$ cat src/rtl/program_sequencer_if.sv
// Fetch/decode handshake between the program sequencer, program memory and decoder.
interface program_sequencer_if #(
  parameter int unsigned PC_WIDTH = 8
);
  logic                jmp;
  logic                jmp_nz;
  logic [3:0]          jmp_addr;
  logic                dont_jmp;
  logic                pm_ready;
  logic                halt_req;
  logic                step_req;
  logic [PC_WIDTH-1:0] pm_addr;
  logic [PC_WIDTH-1:0] pc;
  logic                instr_valid;
  logic                halted;
  logic                fetch_err;

  // Sequencer side: drives fetch address, pc and status.
  modport master (
    input  jmp, jmp_nz, jmp_addr, dont_jmp, pm_ready, halt_req, step_req,
    output pm_addr, pc, instr_valid, halted, fetch_err
  );

  // Decoder / memory / debug side.
  modport slave (
    output jmp, jmp_nz, jmp_addr, dont_jmp, pm_ready, halt_req, step_req,
    input  pm_addr, pc, instr_valid, halted, fetch_err
  );
endinterface

$ cat src/rtl/program_sequencer.sv
// Program counter and fetch sequencing: FETCH waits on pm_ready, EXEC resolves jumps,
// HALT provides debug halt/single-step and traps fetch timeouts.
module program_sequencer #(
  parameter int unsigned PC_WIDTH   = 8,
  parameter int unsigned WAIT_LIMIT = 15
) (
  input logic                clk,
  input logic                reset_n,
  program_sequencer_if.master bus
);

  typedef enum logic [1:0] {StFetch, StExec, StHalt} state_e;

  localparam logic [7:0]          WaitLast = 8'(WAIT_LIMIT - 1);
  localparam logic [PC_WIDTH-1:0] PcOne    = PC_WIDTH'(1);

  state_e              r_state, w_state_next;
  logic [PC_WIDTH-1:0] r_pc, w_pc_next;
  logic [7:0]          r_wait_cnt, w_wait_cnt_next;
  logic                r_instr_valid, w_instr_valid_next;
  logic                r_fetch_err, w_fetch_err_next;
  logic                r_step_pending, w_step_pending_next;
  logic                r_step_q;
  logic                w_step_edge;
  logic                w_take_jump;

  assign w_step_edge = bus.step_req & ~r_step_q;
  // jmp wins over jmp_nz; both target the same in-page address.
  assign w_take_jump = bus.jmp | (bus.jmp_nz & ~bus.dont_jmp);

  // State and datapath registers, asynchronously cleared.
  always_ff @(posedge clk or negedge reset_n) begin
    if (!reset_n) begin
      r_state        <= StFetch;
      r_pc           <= '0;
      r_wait_cnt     <= '0;
      r_instr_valid  <= 1'b0;
      r_fetch_err    <= 1'b0;
      r_step_pending <= 1'b0;
      r_step_q       <= 1'b0;
    end else begin
      r_state        <= w_state_next;
      r_pc           <= w_pc_next;
      r_wait_cnt     <= w_wait_cnt_next;
      r_instr_valid  <= w_instr_valid_next;
      r_fetch_err    <= w_fetch_err_next;
      r_step_pending <= w_step_pending_next;
      r_step_q       <= bus.step_req;
    end
  end

  // Next-state logic for the fetch/exec/halt sequencer.
  always_comb begin
    w_state_next        = r_state;
    w_pc_next           = r_pc;
    w_wait_cnt_next     = '0;
    w_instr_valid_next  = 1'b0;
    w_fetch_err_next    = r_fetch_err;
    w_step_pending_next = r_step_pending;

    unique case (r_state)
      StFetch: begin
        if (bus.pm_ready) begin
          w_state_next       = StExec;
          w_instr_valid_next = 1'b1;
        end else if (r_wait_cnt == WaitLast) begin
          // Memory never answered: trap in HALT until reset.
          w_fetch_err_next = 1'b1;
          w_state_next     = StHalt;
        end else begin
          w_wait_cnt_next = r_wait_cnt + 8'd1;
        end
      end

      StExec: begin
        if (w_take_jump) begin
          w_pc_next = {r_pc[PC_WIDTH-1:4], bus.jmp_addr};
        end else begin
          w_pc_next = r_pc + PcOne;
        end
        if (bus.halt_req || r_step_pending) begin
          w_state_next        = StHalt;
          w_step_pending_next = 1'b0;
        end else begin
          w_state_next = StFetch;
        end
      end

      StHalt: begin
        if (!r_fetch_err) begin
          if (w_step_edge) begin
            w_step_pending_next = 1'b1;
            w_state_next        = StFetch;
          end else if (!bus.halt_req) begin
            w_state_next = StFetch;
          end
        end
      end

      default: w_state_next = StFetch;
    endcase
  end

  assign bus.pc          = r_pc;
  assign bus.pm_addr     = r_pc;
  assign bus.instr_valid = r_instr_valid;
  assign bus.halted      = (r_state == StHalt);
  assign bus.fetch_err   = r_fetch_err;

endmodule

$ cat src/flat_wrapper.sv
// flat-port wrapper written by rule: the top's interface ports become plain ports
module program_sequencer_flat 
#(
  parameter int unsigned PC_WIDTH   = 8,
  parameter int unsigned WAIT_LIMIT = 15
)
  (clk, reset_n, bus_jmp, bus_jmp_nz, bus_jmp_addr, bus_dont_jmp, bus_pm_ready, bus_halt_req, bus_step_req, bus_pm_addr, bus_pc, bus_instr_valid, bus_halted, bus_fetch_err);
  program_sequencer_if #(.PC_WIDTH(PC_WIDTH)) bus_i ();
  input logic clk;
  input logic reset_n;
  input wire logic [$bits(bus_i.jmp)-1:0] bus_jmp;
  input wire logic [$bits(bus_i.jmp_nz)-1:0] bus_jmp_nz;
  input wire logic [$bits(bus_i.jmp_addr)-1:0] bus_jmp_addr;
  input wire logic [$bits(bus_i.dont_jmp)-1:0] bus_dont_jmp;
  input wire logic [$bits(bus_i.pm_ready)-1:0] bus_pm_ready;
  input wire logic [$bits(bus_i.halt_req)-1:0] bus_halt_req;
  input wire logic [$bits(bus_i.step_req)-1:0] bus_step_req;
  output wire logic [$bits(bus_i.pm_addr)-1:0] bus_pm_addr;
  output wire logic [$bits(bus_i.pc)-1:0] bus_pc;
  output wire logic [$bits(bus_i.instr_valid)-1:0] bus_instr_valid;
  output wire logic [$bits(bus_i.halted)-1:0] bus_halted;
  output wire logic [$bits(bus_i.fetch_err)-1:0] bus_fetch_err;
  assign bus_i.jmp = bus_jmp;
  assign bus_i.jmp_nz = bus_jmp_nz;
  assign bus_i.jmp_addr = bus_jmp_addr;
  assign bus_i.dont_jmp = bus_dont_jmp;
  assign bus_i.pm_ready = bus_pm_ready;
  assign bus_i.halt_req = bus_halt_req;
  assign bus_i.step_req = bus_step_req;
  assign bus_pm_addr = bus_i.pm_addr;
  assign bus_pc = bus_i.pc;
  assign bus_instr_valid = bus_i.instr_valid;
  assign bus_halted = bus_i.halted;
  assign bus_fetch_err = bus_i.fetch_err;
  program_sequencer #(.PC_WIDTH(PC_WIDTH), .WAIT_LIMIT(WAIT_LIMIT)) u_core (.clk(clk), .reset_n(reset_n), .bus(bus_i));
endmodule
$ cat config.mk
export PLATFORM = sky130hd
export DESIGN_NAME = program_sequencer_flat
export DESIGN_NICKNAME = d
export VERILOG_FILES = /design/src/rtl/program_sequencer_if.sv /design/src/rtl/program_sequencer.sv /design/src/flat_wrapper.sv
export SDC_FILE = /design/constraint.sdc
export NUM_CORES = 1
export LEC_CHECK = 0
export CORE_ASPECT_RATIO = 0.5
export CORE_UTILIZATION = 40
export DETAILED_ROUTE_END_ITERATION = 7
export PLACE_DENSITY = 0.68
export SLEW_MARGIN = 10
export SYNTH_ARGS = -nofsm -noshare
export SYNTH_HDL_FRONTEND = slang
export SYNTH_SLANG_ARGS = --single-unit
$ cat constraint.sdc
create_clock -name clk -period 2.5 [get_ports clk]
set_input_delay 0.375 -clock clk [delete_from_list [all_inputs] [get_ports clk]]
set_output_delay 0.375 -clock clk [all_outputs]
set_load 0.005 [all_outputs]
==> parameters.txt, run 1 <==
Parameter                              Value

Outcome
  Status    completed

Timing
  Final min period    1.75 ns
  Setup repair after global routing missed its margin    false
  Sum Neg Setup Slack    0 ns
  Final Max Tran Viols    0
  Worst rel slew slack    0.649
  Final Setup Violations    0
  Final critical-path share of the clock period    0.700
  Fin. Hold Viols    0
  Worst Skew    0.00700 ns
  Worst-Margin Slew    0.526 ns
  Maximum achievable frequency    571 MHz

Routing
  ANT nets after route    0
  Routed wire length    2160 um
  Mean routed wirelength per cell    12.4 um
  First-pass iteration count of the detailed router    4
  Routed length on met2    1040 um
  Residual DRC count    0
  Via count normalized by instance count    4.93
  Length of routed wiring on met1    1010 um
  Violation count after the first detailed-routing iteration    33
  Total via count after detailed routing    858
  Detailed route wirelength on metal3    96 um
  DR top layer    met4

Synth
  Yosys top cell area share    0.475
  Post-synth top flop    sky130_fd_sc_hd__dfrtp_1
  Number of distinct library cells after synthesis    34
  Xor/xnor cell area share of the yosys netlist    0.0529
  Post-synthesis register bit count    22
  Netlist Area Pre-Place    1160 sq um
  Sequential area share after synthesis    0.475
  Synth Area in Adders    0.0324
  Dominant combinational cell family by area after synthesis    simple AND/OR/NAND/NOR gates
  Mapped Avg Cell Area    10.3 sq um
  Synthesized-area fraction occupied by ao, oa, aoi and oai cells    0.104
  Total nets after synthesis    128
  Top-count cell post-synth    sky130_fd_sc_hd__dfrtp_1
  Biggest area contributors in the synthesized netlist    sky130_fd_sc_hd__dfrtp_1, sky130_fd_sc_hd__buf_4, sky130_fd_sc_hd__xnor2_1
  Warnings, synthesis    0
  Synthesized netlist cell count    113
  Multiplexer share of the synthesized area    0.0345
  Number of flops mapped to enable cells by yosys    0
  Share of synthesized registers carrying an async set or reset    1.00
  Library cell with the largest summed area after synthesis    sky130_fd_sc_hd__dfrtp_1
  Synth Area in Simple Gates    0.210
  Synth cell count leaders    sky130_fd_sc_hd__dfrtp_1, sky130_fd_sc_hd__nand2_1, sky130_fd_sc_hd__nor2_1

Power
  Worst IR drop on VDD    0.385 mV
  Final Total Pwr    1.23 mW
  Leakage dissipation    0.618 nW
  Power density over the cells    830 nW/um^2

Final layout
  Fraction of layout cells with a size suffix above 1    0.0730
  Area growth, synth to finish    27.7%
  Final standard cell area without fillers    1480 sq um
  Number of nets at the end of the flow    153
  Final antenna diode count    0

Clock tree
  Hold bufs inserted after CTS    0
  CTS sink cnt    22
  Cell at the root of the clock tree    sky130_fd_sc_hd__clkbuf_8
  Clock tree from TritonCTS    yes
  Clock latency at the later pin of the worst-skew pair    0.26 ns
  Deepest level of the CTS H-tree    1
  PostCTS Resize Cnt    0
  Maximum count of clock buffers along a single path    2
  Clock buffers created by TritonCTS    3
  Post-CTS setup buffer count    0
  Reg clk slew, reported paths    0.08 ns

Floorplan
  Chip height    40.1 um
  Site row count    13
  Core area    2670 sq um
  Horiz. Die Dim    78.2 um
  Ports    31
  Die ar.    3130 sq um
  Initial standard-cell utilization of the core    0.435

Worst setup path
  Element type at the critical path end    primary output
  Critical Path RT    2.12 ns
  Startpoint-to-endpoint class of the critical path    flop to primary output
  Critical Path Source Type    flop
  Highest fanout seen on the critical path    7
  Worst endpoint data arrival time    1.38 ns

Place
  Final Wtd Congestion    0.723
  Buffers added on ports    30
  Post-detailed-placement cell area    1430 sq um
  Dpl hpwl    1590 um

Global route
  Remaining global-route overflow    0
  Via count of the first global-routing pass    745
  Wire length of the first global-routing pass    3390 um
  All-layer global routing usage    0.150
  Number of antenna violations at the first check in global routing    0
  Maximum number of pins on one net before global-route repair    23

Run
  Number of max-capacitance violations reported    0

Hold path
  Class of the tightest hold or removal check    input port to async pin
[worst paths after layout]
| path | from | to | slack [ns] | depth (start not counted) |
|---|---|---|---|---|
| worst min-delay path | reset_n | u_core.bus.pc[2] | 0.45 | 2 |
| worst max register to register | u_core.r_state[1] | u_core.bus.pc[7] | 0.99 | 4 |
| worst min register to register | u_core.r_wait_cnt[0] | u_core.r_wait_cnt[0] | 0.49 | 1 |
| worst max-delay path | u_core.r_state[1] | bus_halted | 0.75 | 3 |
| max in group asynchronous | reset_n | u_core.r_wait_cnt[2] | 1.82 | 2 |
| min in group clk | u_core.r_wait_cnt[0] | u_core.r_wait_cnt[0] | 0.49 | 1 |
[registers in the layout, indices dropped and copies added (netlist names)]
register	count
u_core.bus.pc	8
u_core.r_wait_cnt	8
u_core.r_state	2
u_core.bus.fetch_err	1
u_core.bus.instr_valid	1
u_core.r_step_pending	1
u_core.r_step_q	1
[critical path: stages, from the launching register on]
cell	delay [ns]
sky130_fd_sc_hd__dfrtp_1	0.43
sky130_fd_sc_hd__inv_1	0.10
sky130_fd_sc_hd__nor2_1	0.09
sky130_fd_sc_hd__clkdlybuf4s50_1	0.50
[layer usage]
metal / track usage / up-vias
met3: 0.0500 / 2
met5: 0 / -
met4: 0.0556 / 0
met1: 0.179 / 409
li1: - / 431
met2: 0.268 / 16
[cell type report]
| class | count | area, sq um |
|---|---|---|
| clock buffer | 4 | 55.1 |
| fill | 234 | 1190 |
| inverter | 5 | 18.8 |
| multi-input combinational | 75 | 503 |
| sequential | 22 | 551 |
| tap | 37 | 46.3 |
| timing repair buffer | 31 | 308 |
[where the power goes]
group / internal, mW / switching, mW
Sequential: 0.432 / 0.0947
Combinational: 0.275 / 0.173
Clock: 0.140 / 0.114
Total: 0.847 / 0.382
[cell families after synthesis]
family | Yosys count
buf+inv | 16
fa+ha+maj | 3
simple gates | 44
mux | 4
flops | 22
compound gates | 17
xor+xnor | 7
[cells in the final DEF, fill, tap and decap left out, types with 2 or more instances in the layout]
cell type / count
sky130_fd_sc_hd__or3_1: 3
sky130_fd_sc_hd__xor2_1: 2
sky130_fd_sc_hd__nand2b_1: 2
sky130_fd_sc_hd__nor2b_1: 2
sky130_fd_sc_hd__inv_1: 5
sky130_fd_sc_hd__nor2_1: 9
sky130_fd_sc_hd__o21ai_0: 6
sky130_fd_sc_hd__clkdlybuf4s50_1: 30
sky130_fd_sc_hd__nand3_1: 2
sky130_fd_sc_hd__xnor2_1: 5
sky130_fd_sc_hd__a21oi_1: 3
sky130_fd_sc_hd__nand2_1: 11
sky130_fd_sc_hd__nor3_1: 2
sky130_fd_sc_hd__clkbuf_8: 4
sky130_fd_sc_hd__a2bb2oi_1: 2
sky130_fd_sc_hd__ha_1: 3
sky130_fd_sc_hd__and3_1: 2
sky130_fd_sc_hd__dfrtp_1: 22
sky130_fd_sc_hd__mux2i_1: 4
sky130_fd_sc_hd__nand4_1: 3
sky130_fd_sc_hd__nor3b_1: 2
[per-stage QoR]
stage          cells  hold slack (ns)   util  setup WS (ns)
6_report         174            0.449  0.555          0.749
3_3_place_gp     170            0.483  0.535          0.720
4_1_cts          174            0.457  0.555          0.747
2_1_floorplan    113           0.0794      -           1.13
3_5_place_dp     170            0.479  0.535          0.633
5_1_grt          174            0.488  0.555          0.676
No activity file was read; power rests on OpenSTA's default activity.
==> run 2, diff against run 1 <==
Settings changed: PLACE_DENSITY 0.68 to 0.71.
Clock period 2.5 ns to 1.6 ns, I/O delays scaled along.
==> parameters.txt, run 2 (synthesis results as in run 1) <==
Parameter                              Value

Floorplan
  Initial standard-cell utilization of the core    0.435
  Chip height    40.1 um
  Core area    2670 sq um
  Ports    31
  Horiz. Die Dim    78.2 um
  Site row count    13
  Die ar.    3130 sq um

Final layout
  Final antenna diode count    0
  Number of cells in the finished layout apart from fillers    179
  Number of nets at the end of the flow    158
  Area taken by flip-flops and latches    553 sq um
  Total area of multi-input combinational cells    505 sq um
  Most frequent cells in the layout    sky130_fd_sc_hd__clkdlybuf4s50_1, sky130_fd_sc_hd__dfrtp_1, sky130_fd_sc_hd__nand2_1, sky130_fd_sc_hd__nor2_1
  Fill cells    238
  Fraction of layout cells with a size suffix above 1    0.127
  Area growth, synth to finish    31.6%
  Most common cell after layout, fill and taps aside    sky130_fd_sc_hd__clkdlybuf4s50_1

Timing
  Setup repair after global routing missed its margin    false
  Worst Skew    0.000807 ns
  Fin. Hold Viols    0
  Worst-Margin Slew    0.479 ns
  Worst rel slew slack    0.680
  Maximum achievable frequency    669 MHz
  Final critical-path share of the clock period    0.934
  Final min period    1.50 ns
  Min Hold Slack    0.312 ns
  Final Worst Setup Slack    0.105 ns
  Final Max Tran Viols    0
  Final Setup Violations    0

Clock tree
  Maximum count of clock buffers along a single path    2
  Deepest level of the CTS H-tree    1
  Hold bufs inserted after CTS    0
  Clock tree from TritonCTS    yes
  Clock buffers created by TritonCTS    3
  Clock latency at the later pin of the worst-skew pair    0.26 ns
  Cell at the root of the clock tree    sky130_fd_sc_hd__clkbuf_8
  Reg clk slew, reported paths    0.08 ns
  CTS sink cnt    22

Place
  Number of placed instances with taps included    173
  Worst slack, placed    -0.0648 ns
  Buffers added on ports    30
  Dpl hpwl    1570 um
  Final Wtd Congestion    0.842

Global route
  Remaining global-route overflow    0
  All-layer global routing usage    0.155
  Via count of the first global-routing pass    738
  Number of antenna violations at the first check in global routing    0
  Maximum number of pins on one net before global-route repair    23
  Wire length of the first global-routing pass    3500 um

Routing
  Routed wire length    2280 um
  Routed length on met2    1080 um
  Detailed route wirelength on metal3    89 um
  Violation count after the first detailed-routing iteration    55
  Length of routed wiring on met1    1120 um
  Residual DRC count    0
  Via count normalized by instance count    5.02
  ANT nets after route    0
  Mean routed wirelength per cell    12.8 um
  Total via count after detailed routing    899
  DR top layer    met3
  First-pass iteration count of the detailed router    4

Worst setup path
  Worst path max stage delay    0.54 ns
  Worst path cell trace    clkdlybuf4s50_1
  Element type at the critical path end    primary output
  Critical Path Source Type    flop
  Dominant delay contributor by cell family on the critical path    buffers and inverters
  Worst endpoint data arrival time    1.26 ns
  Highest fanout seen on the critical path    6
  Startpoint-to-endpoint class of the critical path    flop to primary output
  Crit path buf inv count    1
  Critical Path RT    1.36 ns
  CP max-delay cell    sky130_fd_sc_hd__clkdlybuf4s50_1

Power
  Power density over the cells    1310 nW/um^2
  Leakage dissipation    0.652 nW
  Worst IR drop on VDD    0.538 mV

Run
  Number of max-capacitance violations reported    0

Outcome
  Status    completed

Hold path
  Class of the tightest hold or removal check    input port to async pin
==> run 2: where the power goes <==
group	internal, mW	total, mW	switching (mW)	leakage [nW]
logic	0.472	0.794	0.322	0.341
clock network	0.219	0.400	0.181	0.0288
registers	0.679	0.808	0.129	0.282
==> run 2: cell type report <==
| class | count | area share |
|---|---|---|
| clock buffer | 4 | 0.0361 |
| inverter | 5 | 0.0123 |
| timing repair buffer | 36 | 0.228 |
| sequential | 22 | 0.362 |
| multi-input combinational | 75 | 0.331 |
| tap | 37 | 0.0303 |
==> run 2: per-layer routing <==
layer,vias up,global-route usage
li1,443,-
met1,434,0.203
met2,22,0.252
met3,0,0.0523
met4,0,0.0417
met5,-,0
==> run 2: through the flow <==
step / util / total power [mW] / area [sq um] / setup TNS [ns]
global route: 0.572 / 2.13 / 1530 / 0
global placement: 0.543 / 1.55 / 1450 / 0
finish: 0.572 / 2.00 / 1530 / 0
CTS: 0.571 / 2.03 / 1520 / 0
detailed placement: 0.543 / 1.56 / 1450 / -0.189
floorplan: - / 1.24 / 1160 / 0
==> run 2: worst paths after layout <==
kind                                            from                    to  slack [ns]  cells past startpoint
worst max-delay path                u_core.bus.pc[2]        bus_pm_addr[2]        0.10                      1
worst min-delay path                         reset_n  u_core.r_wait_cnt[5]        0.31                      2
worst max register to register     u_core.r_state[0]  u_core.r_wait_cnt[3]        0.12                      4
worst min register to register  u_core.r_wait_cnt[0]  u_core.r_wait_cnt[0]        0.48                      1
max in group asynchronous                    reset_n     u_core.r_state[1]        1.04                      2
min in group clk                        bus_step_req       u_core.r_step_q        0.48                      1
==> run 2: what timing repair did <==
item	CTS	global route
endpoints found under the setup margin	1	2
resized for setup	3	1
pin swaps	0	1
buffers inserted	2	0
